## config.mk

```make
export PLATFORM = sky130hd
export DESIGN_NAME = x_top_bus
export DESIGN_NICKNAME = d
export VERILOG_FILES = /design/src/rtl/x_top_bus_pkg.sv /design/src/rtl/x_top_bus_timer.sv /design/src/rtl/x_top_bus.sv
export SDC_FILE = /design/constraint.sdc
export NUM_CORES = 1
export LEC_CHECK = 0
export ABC_CLOCK_PERIOD_IN_PS = 3580
export CORE_MARGIN = 3
export CORE_UTILIZATION = 44
export CTS_BUF_LIST = sky130_fd_sc_hd__clkbuf_2
export DETAILED_ROUTE_END_ITERATION = 7
export PLACE_DENSITY_LB_ADDON = 0.3
export RECOVER_POWER = 50
export REMOVE_ABC_BUFFERS = 1
export SETUP_SLACK_MARGIN = 0.4
export SLEW_MARGIN = 30
export SYNTH_ARGS = -nofsm -noshare
export SYNTH_HDL_FRONTEND = slang
export SYNTH_HIERARCHICAL = 1
export SYNTH_SLANG_ARGS = --single-unit
export TNS_END_PERCENT = 10
```

## constraint.sdc

```tcl
create_clock -name i_clk -period 3.58 [get_ports i_clk]
set_input_delay 0.895 -clock i_clk [delete_from_list [all_inputs] [get_ports i_clk]]
set_output_delay 0.895 -clock i_clk [all_outputs]
set_load 0.05 [all_outputs]
```

## src/rtl/x_top_bus_pkg.sv

```systemverilog
// x_top_bus_pkg: shared FSM state type and error counter width for the bus interconnect
package x_top_bus_pkg;
    typedef enum logic [1:0] {IDLE, REQ, RESP} bus_state_t;
    localparam int ERR_CNT_W = 8;
endpackage

```

## src/rtl/x_top_bus_timer.sv

```systemverilog
// x_top_bus_timer: clear/enable cycle counter flagging the last allowed cycle of a slave request
module x_top_bus_timer #(
    parameter int p_timeout = 1024
) (
    input  logic i_clk,
    input  logic i_rst,
    input  logic i_clr,
    input  logic i_en,
    output logic o_tc
);
    localparam int W = $clog2(p_timeout);
    logic [W-1:0] cnt_q, cnt_d;
    always_comb cnt_d = i_clr ? '0 : i_en ? cnt_q + 1'b1 : cnt_q;
    always_ff @(posedge i_clk) begin
        if (i_rst) cnt_q <= '0;
        else cnt_q <= cnt_d;
    end
    assign o_tc = cnt_q == W'(p_timeout - 1);
endmodule

```

## src/rtl/x_top_bus.sv

```systemverilog
// x_top_bus: single-master N-slave valid/accept interconnect with unmapped and timeout error responses
module x_top_bus
    import x_top_bus_pkg::*;
#(
    parameter int                  p_slaves   = 4,
    parameter int                  p_data_w   = 32,
    parameter int                  p_addr_w   = 32,
    parameter int                  p_sel_w    = 4,
    parameter int                  p_timeout  = 1024,
    parameter logic [p_data_w-1:0] p_err_data = 32'hDEADBEEF
) (
    input  logic                         i_clk,
    input  logic                         i_rst,
    input  logic                         i_m_valid,
    input  logic                         i_m_rnw,
    input  logic [p_addr_w-1:0]          i_m_addr,
    input  logic [p_data_w-1:0]          i_m_data,
    output logic                         o_m_accept,
    output logic [p_data_w-1:0]          o_m_data,
    output logic                         o_m_err,
    output logic [p_slaves-1:0]          o_s_valid,
    output logic                         o_s_rnw,
    output logic [p_addr_w-1:0]          o_s_addr,
    output logic [p_data_w-1:0]          o_s_data,
    input  logic [p_slaves-1:0]          i_s_accept,
    input  logic [p_slaves*p_data_w-1:0] i_s_data,
    output logic [ERR_CNT_W-1:0]         o_err_cnt
);
    bus_state_t            state_q, state_d;
    logic                  rnw_q, rnw_d, err_q, err_d, err_hit, slave_acc, tc;
    logic [p_addr_w-1:0]   addr_q, addr_d;
    logic [p_data_w-1:0]   wdata_q, wdata_d, rdata_q, rdata_d, slave_rdata;
    logic [p_slaves-1:0]   sel_q, sel_d, sel_dec;
    logic [p_sel_w-1:0]    idx;
    logic [ERR_CNT_W-1:0]  err_cnt_q, err_cnt_d;

    assign idx = i_m_addr[p_addr_w-1 -: p_sel_w];

    always_comb begin
        sel_dec = '0;
        slave_rdata = '0;
        for (int k = 0; k < p_slaves; k++) begin
            sel_dec[k] = 32'(idx) == k;
            if (sel_q[k]) slave_rdata = i_s_data[k*p_data_w +: p_data_w];
        end
    end

    assign slave_acc = |(i_s_accept & sel_q);

    always_comb begin
        state_d = state_q;
        rnw_d   = rnw_q;
        addr_d  = addr_q;
        wdata_d = wdata_q;
        sel_d   = sel_q;
        rdata_d = rdata_q;
        err_d   = err_q;
        err_hit = 1'b0;
        case (state_q)
            IDLE: if (i_m_valid) begin
                rnw_d   = i_m_rnw;
                addr_d  = i_m_addr;
                wdata_d = i_m_data;
                sel_d   = sel_dec;
                err_hit = ~|sel_dec;
                err_d   = err_hit;
                rdata_d = err_hit && i_m_rnw ? p_err_data : '0;
                state_d = err_hit ? RESP : REQ;
            end
            REQ: if (slave_acc || tc) begin
                err_hit = ~slave_acc;
                err_d   = err_hit;
                rdata_d = !rnw_q ? '0 : slave_acc ? slave_rdata : p_err_data;
                state_d = RESP;
            end
            RESP:    state_d = IDLE;
            default: state_d = IDLE;
        endcase
        err_cnt_d = err_hit && ~&err_cnt_q ? err_cnt_q + 1'b1 : err_cnt_q;
    end

    always_ff @(posedge i_clk) begin
        if (i_rst) begin
            state_q   <= IDLE;
            rnw_q     <= 1'b0;
            addr_q    <= '0;
            wdata_q   <= '0;
            sel_q     <= '0;
            rdata_q   <= '0;
            err_q     <= 1'b0;
            err_cnt_q <= '0;
        end else begin
            state_q   <= state_d;
            rnw_q     <= rnw_d;
            addr_q    <= addr_d;
            wdata_q   <= wdata_d;
            sel_q     <= sel_d;
            rdata_q   <= rdata_d;
            err_q     <= err_d;
            err_cnt_q <= err_cnt_d;
        end
    end

    x_top_bus_timer #(.p_timeout(p_timeout)) u_timer (
        .i_clk (i_clk),
        .i_rst (i_rst),
        .i_clr (state_q != REQ),
        .i_en  (state_q == REQ),
        .o_tc  (tc)
    );

    assign o_m_accept = state_q == RESP;
    assign o_m_data   = o_m_accept ? rdata_q : '0;
    assign o_m_err    = o_m_accept & err_q;
    assign o_s_valid  = state_q == REQ ? sel_q : '0;
    assign o_s_rnw    = rnw_q;
    assign o_s_addr   = addr_q;
    assign o_s_data   = wdata_q;
    assign o_err_cnt  = err_cnt_q;
endmodule

```

# Yosys cells after proc, flatten, opt, wreduce, memory -nomap -nowiden
# Cells that the tools add are included.
# word_totals
in_bits,200
out_inout_bits,111
regBits,122
# op_classes
add_sub_neg,2
bitwise,3
n_mux,22
reduce_logical,15
eq_ne,9
# ops
op,n
32-bit 2-to-1 mux,10
32-bit one-hot mux with 2 select lines,1
"10-bit by 1-bit adder with 10-bit output, second input constant",1
"10-bit == test, second input constant",1
"8-bit by 1-bit adder with 8-bit output, second input constant",1
"4-bit by 2-bit == test with 1-bit output, second input constant",2
8-bit AND reduction,1
4-bit OR reduction,2
2-bit 2-to-1 mux,3
4-bit AND,1
"4-bit by 1-bit == test with 1-bit output, second input constant",1
4-bit zero test,1
1-bit 2-to-1 mux,4
4-bit 2-to-1 mux,1
"2-bit != test, second input constant",2
1-bit one-hot mux with 2 select lines,2
2-bit one-hot mux with 2 select lines,1
2-bit AND reduction,2
3-bit AND reduction,1
"2-bit by 1-bit == test with 1-bit output, second input constant",1
"2-bit == test, second input constant",1
1-bit logical AND,2
1-bit zero test,2
2-bit zero test,1
other kinds (6),6

# Logic depth before layout (Yosys ltp)
# Gate-level depths: netlist of the first run.
# logic_depth
word_depth,8
mapped_depth,9
mapped_depth_nobuf,8

# Modules after synthesis
# Netlist of the first run, hierarchy kept.
# by_module_without_submodules
module,cells_per_inst,n_inst,seq_area_each_um2,area_each_um2
x_top_bus,709,1,2242.2,5365.1
x_top_bus_timer,50,1,200.2,459.2

# Worst setup path after synthesis of the first run
# No wires, ideal clock.
# synth_timing
path_type,flip-flop to output port
from,reg state_q[1]
to,out o_m_data[22]
t_required_ns,2.685
path_slack_ns,0.835
stages_incl_launch_ff,5
t_arrival_ns,1.850
path_buffers,1
path_cell_list,dfxtp_1 > inv_1 > nor2_1 > clkbuf_1 > and2_1
# synth_via
elab_chain_len,2
# synth_rtl
element,line_no,text
start: declaration,x_top_bus.sv:29,"bus_state_t state_q, state_d;"
start signal: assignment,x_top_bus.sv:93,state_q <= state_d;
2-bit == test,x_top_bus.sv:112,assign o_m_accept = state_q == RESP;
net o_m_accept,x_top_bus.sv:18,"output logic o_m_accept,"
32-bit 2-to-1 mux,x_top_bus.sv:113,assign o_m_data = o_m_accept ? rdata_q : '0;
end: declaration,x_top_bus.sv:19,"output logic [p_data_w-1:0] o_m_data,"
# The timed path passes the listed nets, and every way through them passes these cells.

# Worst setup path in the final report of the first run
# layout_timing
from,reg state_q[1]
to,out o_m_accept
# layout_via
elab_chain_len,1
# layout_rtl
element,line_no
2-bit == test,x_top_bus.sv:112
end: declaration,x_top_bus.sv:18
# No other way between the ends.

==> results of run 1 <==
==> metal layers <==
layer / routed length [um] / GRT usage (%)
met4: 306 / 6.445
met5: 0 / 0
met3: 1236 / 6.107
met2: 10380 / 46.16
met1: 8133 / 31.73
==> cells in the final DEF (no fill, tap or decap), drive strengths merged, types with 2 or more instances in the layout <==
cell           synthesis  layout
clkdlybuf4s50          0     271
nand2                156     156
dfxtp                122     122
a21oi                 79      79
nor2                  49      49
buf                    8      43
o21ai                 39      39
and2                  38      38
nor2b                 37      37
nor3                  30      30
a211oi                25      25
a221oi                24      24
a21o                  24      24
clkbuf                58      21
a22oi                 10      10
a32oi                  8       8
nand3                  7       7
nand4                  7       7
inv                    4       7
or4                    5       5
or3                    5       5
clkinv                 0       5
o31ai                  4       4
xor2                   4       4
clkinvlp               0       4
bufinv                 0       3
dlymetal6s2s           0       3
a22o                   2       2
mux2i                  2       2
ha                     2       2
==> cells by family (layout without fill, tap and decap cells) <==
| family | Yosys count | in the layout |
|---|---|---|
| and+or+nand+nor | 340 | 340 |
| DFF | 122 | 122 |
| AOI/OAI and AO/OA | 217 | 217 |
| xor gates and xnor gates | 5 | 5 |
| muxes | 3 | 3 |
| adders and majority gates | 2 | 2 |
| buffers and inverters | 70 | 359 |
==> final cells by class <==
cell class / instances / area [sq um] / area share [%]
multi-input combinational: 567 / 3098 / 33.84
tap: 172 / 215.2 / 2.351
timing repair buffer: 323 / 3123 / 34.12
clock buffer: 17 / 85.08 / 0.9295
clock inverter: 15 / 173.9 / 1.900
sequential: 122 / 2444 / 26.69
inverter: 4 / 15.01 / 0.1640
==> sequential cells by signal, summed over array words and instances, names as in the netlist <==
name / flops
state_q: 2
u_timer/cnt_q: 10
o_s_data: 32
o_s_addr: 32
sel_q: 4
o_err_cnt: 8
rdata_q: 32
err_q: 1
o_s_rnw: 1
==> metrics by stage <==
| stage | hold WS (ns) | worst slack (ns) | power (mW) | utilization, % |
|---|---|---|---|---|
| after CTS | 0.4679 | 0.1825 | 3.299 | 71.87 |
| after global routing | 0.4864 | 0.1192 | 3.409 | 71.66 |
| after detailed placement | 0.4458 | 0.4974 | 2.367 | 69.85 |
| final | 0.4652 | 0.2815 | 3.262 | 71.66 |
| after global placement | 0.4345 | 0.5380 | 2.353 | 69.85 |
| after floorplan | 0.4212 | -1.311 | 1.930 | - |
==> report_power, final <==
| group | leakage [nW] | total (mW) | internal [mW] | switching [mW] |
|---|---|---|---|---|
| sequential | 1.00 | 1.49 | 1.44 | 0.0425 |
| clock | 0.145 | 0.927 | 0.390 | 0.538 |
| combinational | 2.28 | 0.848 | 0.378 | 0.470 |
| total | 3.42 | 3.26 | 2.21 | 1.05 |
==> tightest hold or removal path, stage by stage (launching register included) <==
cell and delay, ns:
dfxtp_1 0.34, nand2_1 0.05, a21oi_1 0.05
==> synth_stat cells (3+ instances only) <==
cell type,count,share of area [%]
a21oi_1,79,6.8
a22oi_1,10,1.3
nand4_1,5,0.54
or4_1,5,0.64
nor3_1,30,2.6
a221oi_1,24,3.6
and2_1,37,4.0
nor2b_1,37,4.0
clkbuf_1,58,3.7
a211oi_1,25,3.2
nand3_1,7,0.60
or3_1,4,0.43
xor2_1,4,0.60
o31ai_1,4,0.52
buf_2,3,0.26
dfxtp_1,122,42
nor2_1,48,3.1
a21o_1,24,3.1
nand2_1,156,10
o21ai_0,39,3.4
inv_1,4,0.26
a32oi_1,8,1.2
==> final timing paths <==
| check | from | end | slack (ns) | depth (start not counted) |
|---|---|---|---|---|
| max | state_q[1] | o_m_accept | 0.28 | 3 |
| min | o_s_data[22] | o_s_data[22] | 0.47 | 2 |
| min reg2reg | o_s_data[22] | o_s_data[22] | 0.47 | 2 |
| max reg2reg | sel_q[3] | rdata_q[3] | 0.40 | 7 |
==> results by group, run 1 <==
Global routing
  • First-pass GRT wire length: 30.49 mm
  • Largest net degree at the start of global routing: 93
  • Number of antenna violations at the first check in global routing: 0
  • Grt ovf: 0
  • Vias in the first global route: 5,862
  • GRT Total Usage: 26.03%

Run status
  • Status: finished clean

Finish
  • ANT cells: 0
  • Filler cells: 1,036
  • Layout Cells excl Fill: 1,220
  • Share of cells above drive strength 1: 8.492%
  • Area grow syn2layout: 57.16%
  • Nets: 1,237
  • Post-Layout Inst Area: 9154 sq um

Setup path
  • CP Class: register to output port
  • Max incr delay on CP: 0.90 ns
  • CP Cell Sequence: inv_1, nor2_2, clkdlybuf4s50_1
  • WP buf/inv: 2
  • CP Max Fanout: 8
  • Crit path capture type: output port
  • Setup crit start kind: register
  • Top Family by Delay on Critical Path: buffers and inverters
  • Critical path required time: 2.68 ns
  • Crit path arrival time: 2.40 ns
  • CP max stage cell: clkdlybuf4s50_1

Place
  • Post-Place Cells: 1,188
  • IO Port Bufs: 310
  • Routability Congestion: 0.8707
  • DP HPWL: 14.27 mm
  • Area post-placement: 8922 sq um

Route
  • Total wire length: 20.06 mm
  • Drt wl/cell: 16.44 um
  • Residual DRC: 0
  • Average vias per placed instance: 5.230
  • Detailed Routing Iterations Pass 1: 5
  • Via count: 6,380
  • Iter 0 DRT Violations: 489
  • Routed Antenna Nets: 0

Floorplanning
  • DIE AREA: 14,650 sq um
  • # IOs: 311
  • Row count: 41
  • Overall die height: 121.1 um
  • Die span in x: 121.1 um
  • Core box area: 12,770 sq um
  • Initial Util: 45.60%

Clock tree
  • CTS buffer count: 17
  • Num Clock Sinks: 122
  • # Post-CTS Setup Buffers: 0
  • Clock-pin slew on the worst setup and hold paths: 0.17 ns
  • Clk Latency, worst-skew pair: 0.66 ns
  • CTS Buffer Depth: 2
  • Resized Gates After CTS: 1
  • Htree depth: 4
  • CTS tree: built
  • Hold buffer count at CTS: 0
  • Clk root buf: clkbuf_2

Yosys
  • Main combinational cell family by area after synthesis: simple AND/OR/NAND/NOR gates
  • Netlist Area Pre-Place: 5824 sq um
  • Avg Synthesized Cell Area: 7.674 sq um
  • YS warnings: 6
  • Post-Synth Adder-Cell Area: 0.4296%
  • Multiplexer area fraction after synthesis: 0.5371%
  • Main synth FF type: dfxtp_1
  • Register area share after synthesis: 41.93%
  • Unique cell type count in the Yosys netlist: 43
  • Async SR Flop Fraction: 0%
  • EDFF count, synth: 0
  • Post-synthesis compound-gate area fraction: 23.74%
  • Xor and xnor area share after synthesis: 0.7519%
  • Post-synthesis instance total: 759
  • Seq cells post-synth: 122
  • Area share of and/or/nand/nor cells after synthesis: 27.71%

Min path
  • Hold Path Class: register to register

Timing
  • Clock Skews: 0.02604 ns
  • RSZ-0062 raised after global routing: true
  • Setup_tns: 0 ns
  • Tmin final: 3.299 ns
  • Relative slew margins: 6.081%
  • Max Clk Rate: 303.2 MHz
  • Max-slew violation count: 0
  • Worst slew pin tran: 1.409 ns
  • Final Setup Violations: 0
  • Final Hold Vio Count: 0
  • Crit share post-route: 92.14%

Power and ir drop
  • Lkg Pwr: 3.421 nW
  • Peak VDD IR: 0.0002694 V
  • PD cells: 356.3 nW/um^2

Job
  • Max_cap viols: 0
(Power assumes the default switching activity.)
==> run 2, diff against run 1 <==
Settings changed: SKIP_LAST_GASP set to 1.
==> results of run 2 <==
Same layout as run 1: the final DEF is identical, and so are final timing and power.
==> run 3, diff against run 2 <==
Settings changed: SKIP_LAST_GASP 1 to not set.
==> results of run 3 <==
Same layout as run 1: the final DEF is identical, and so are final timing and power.
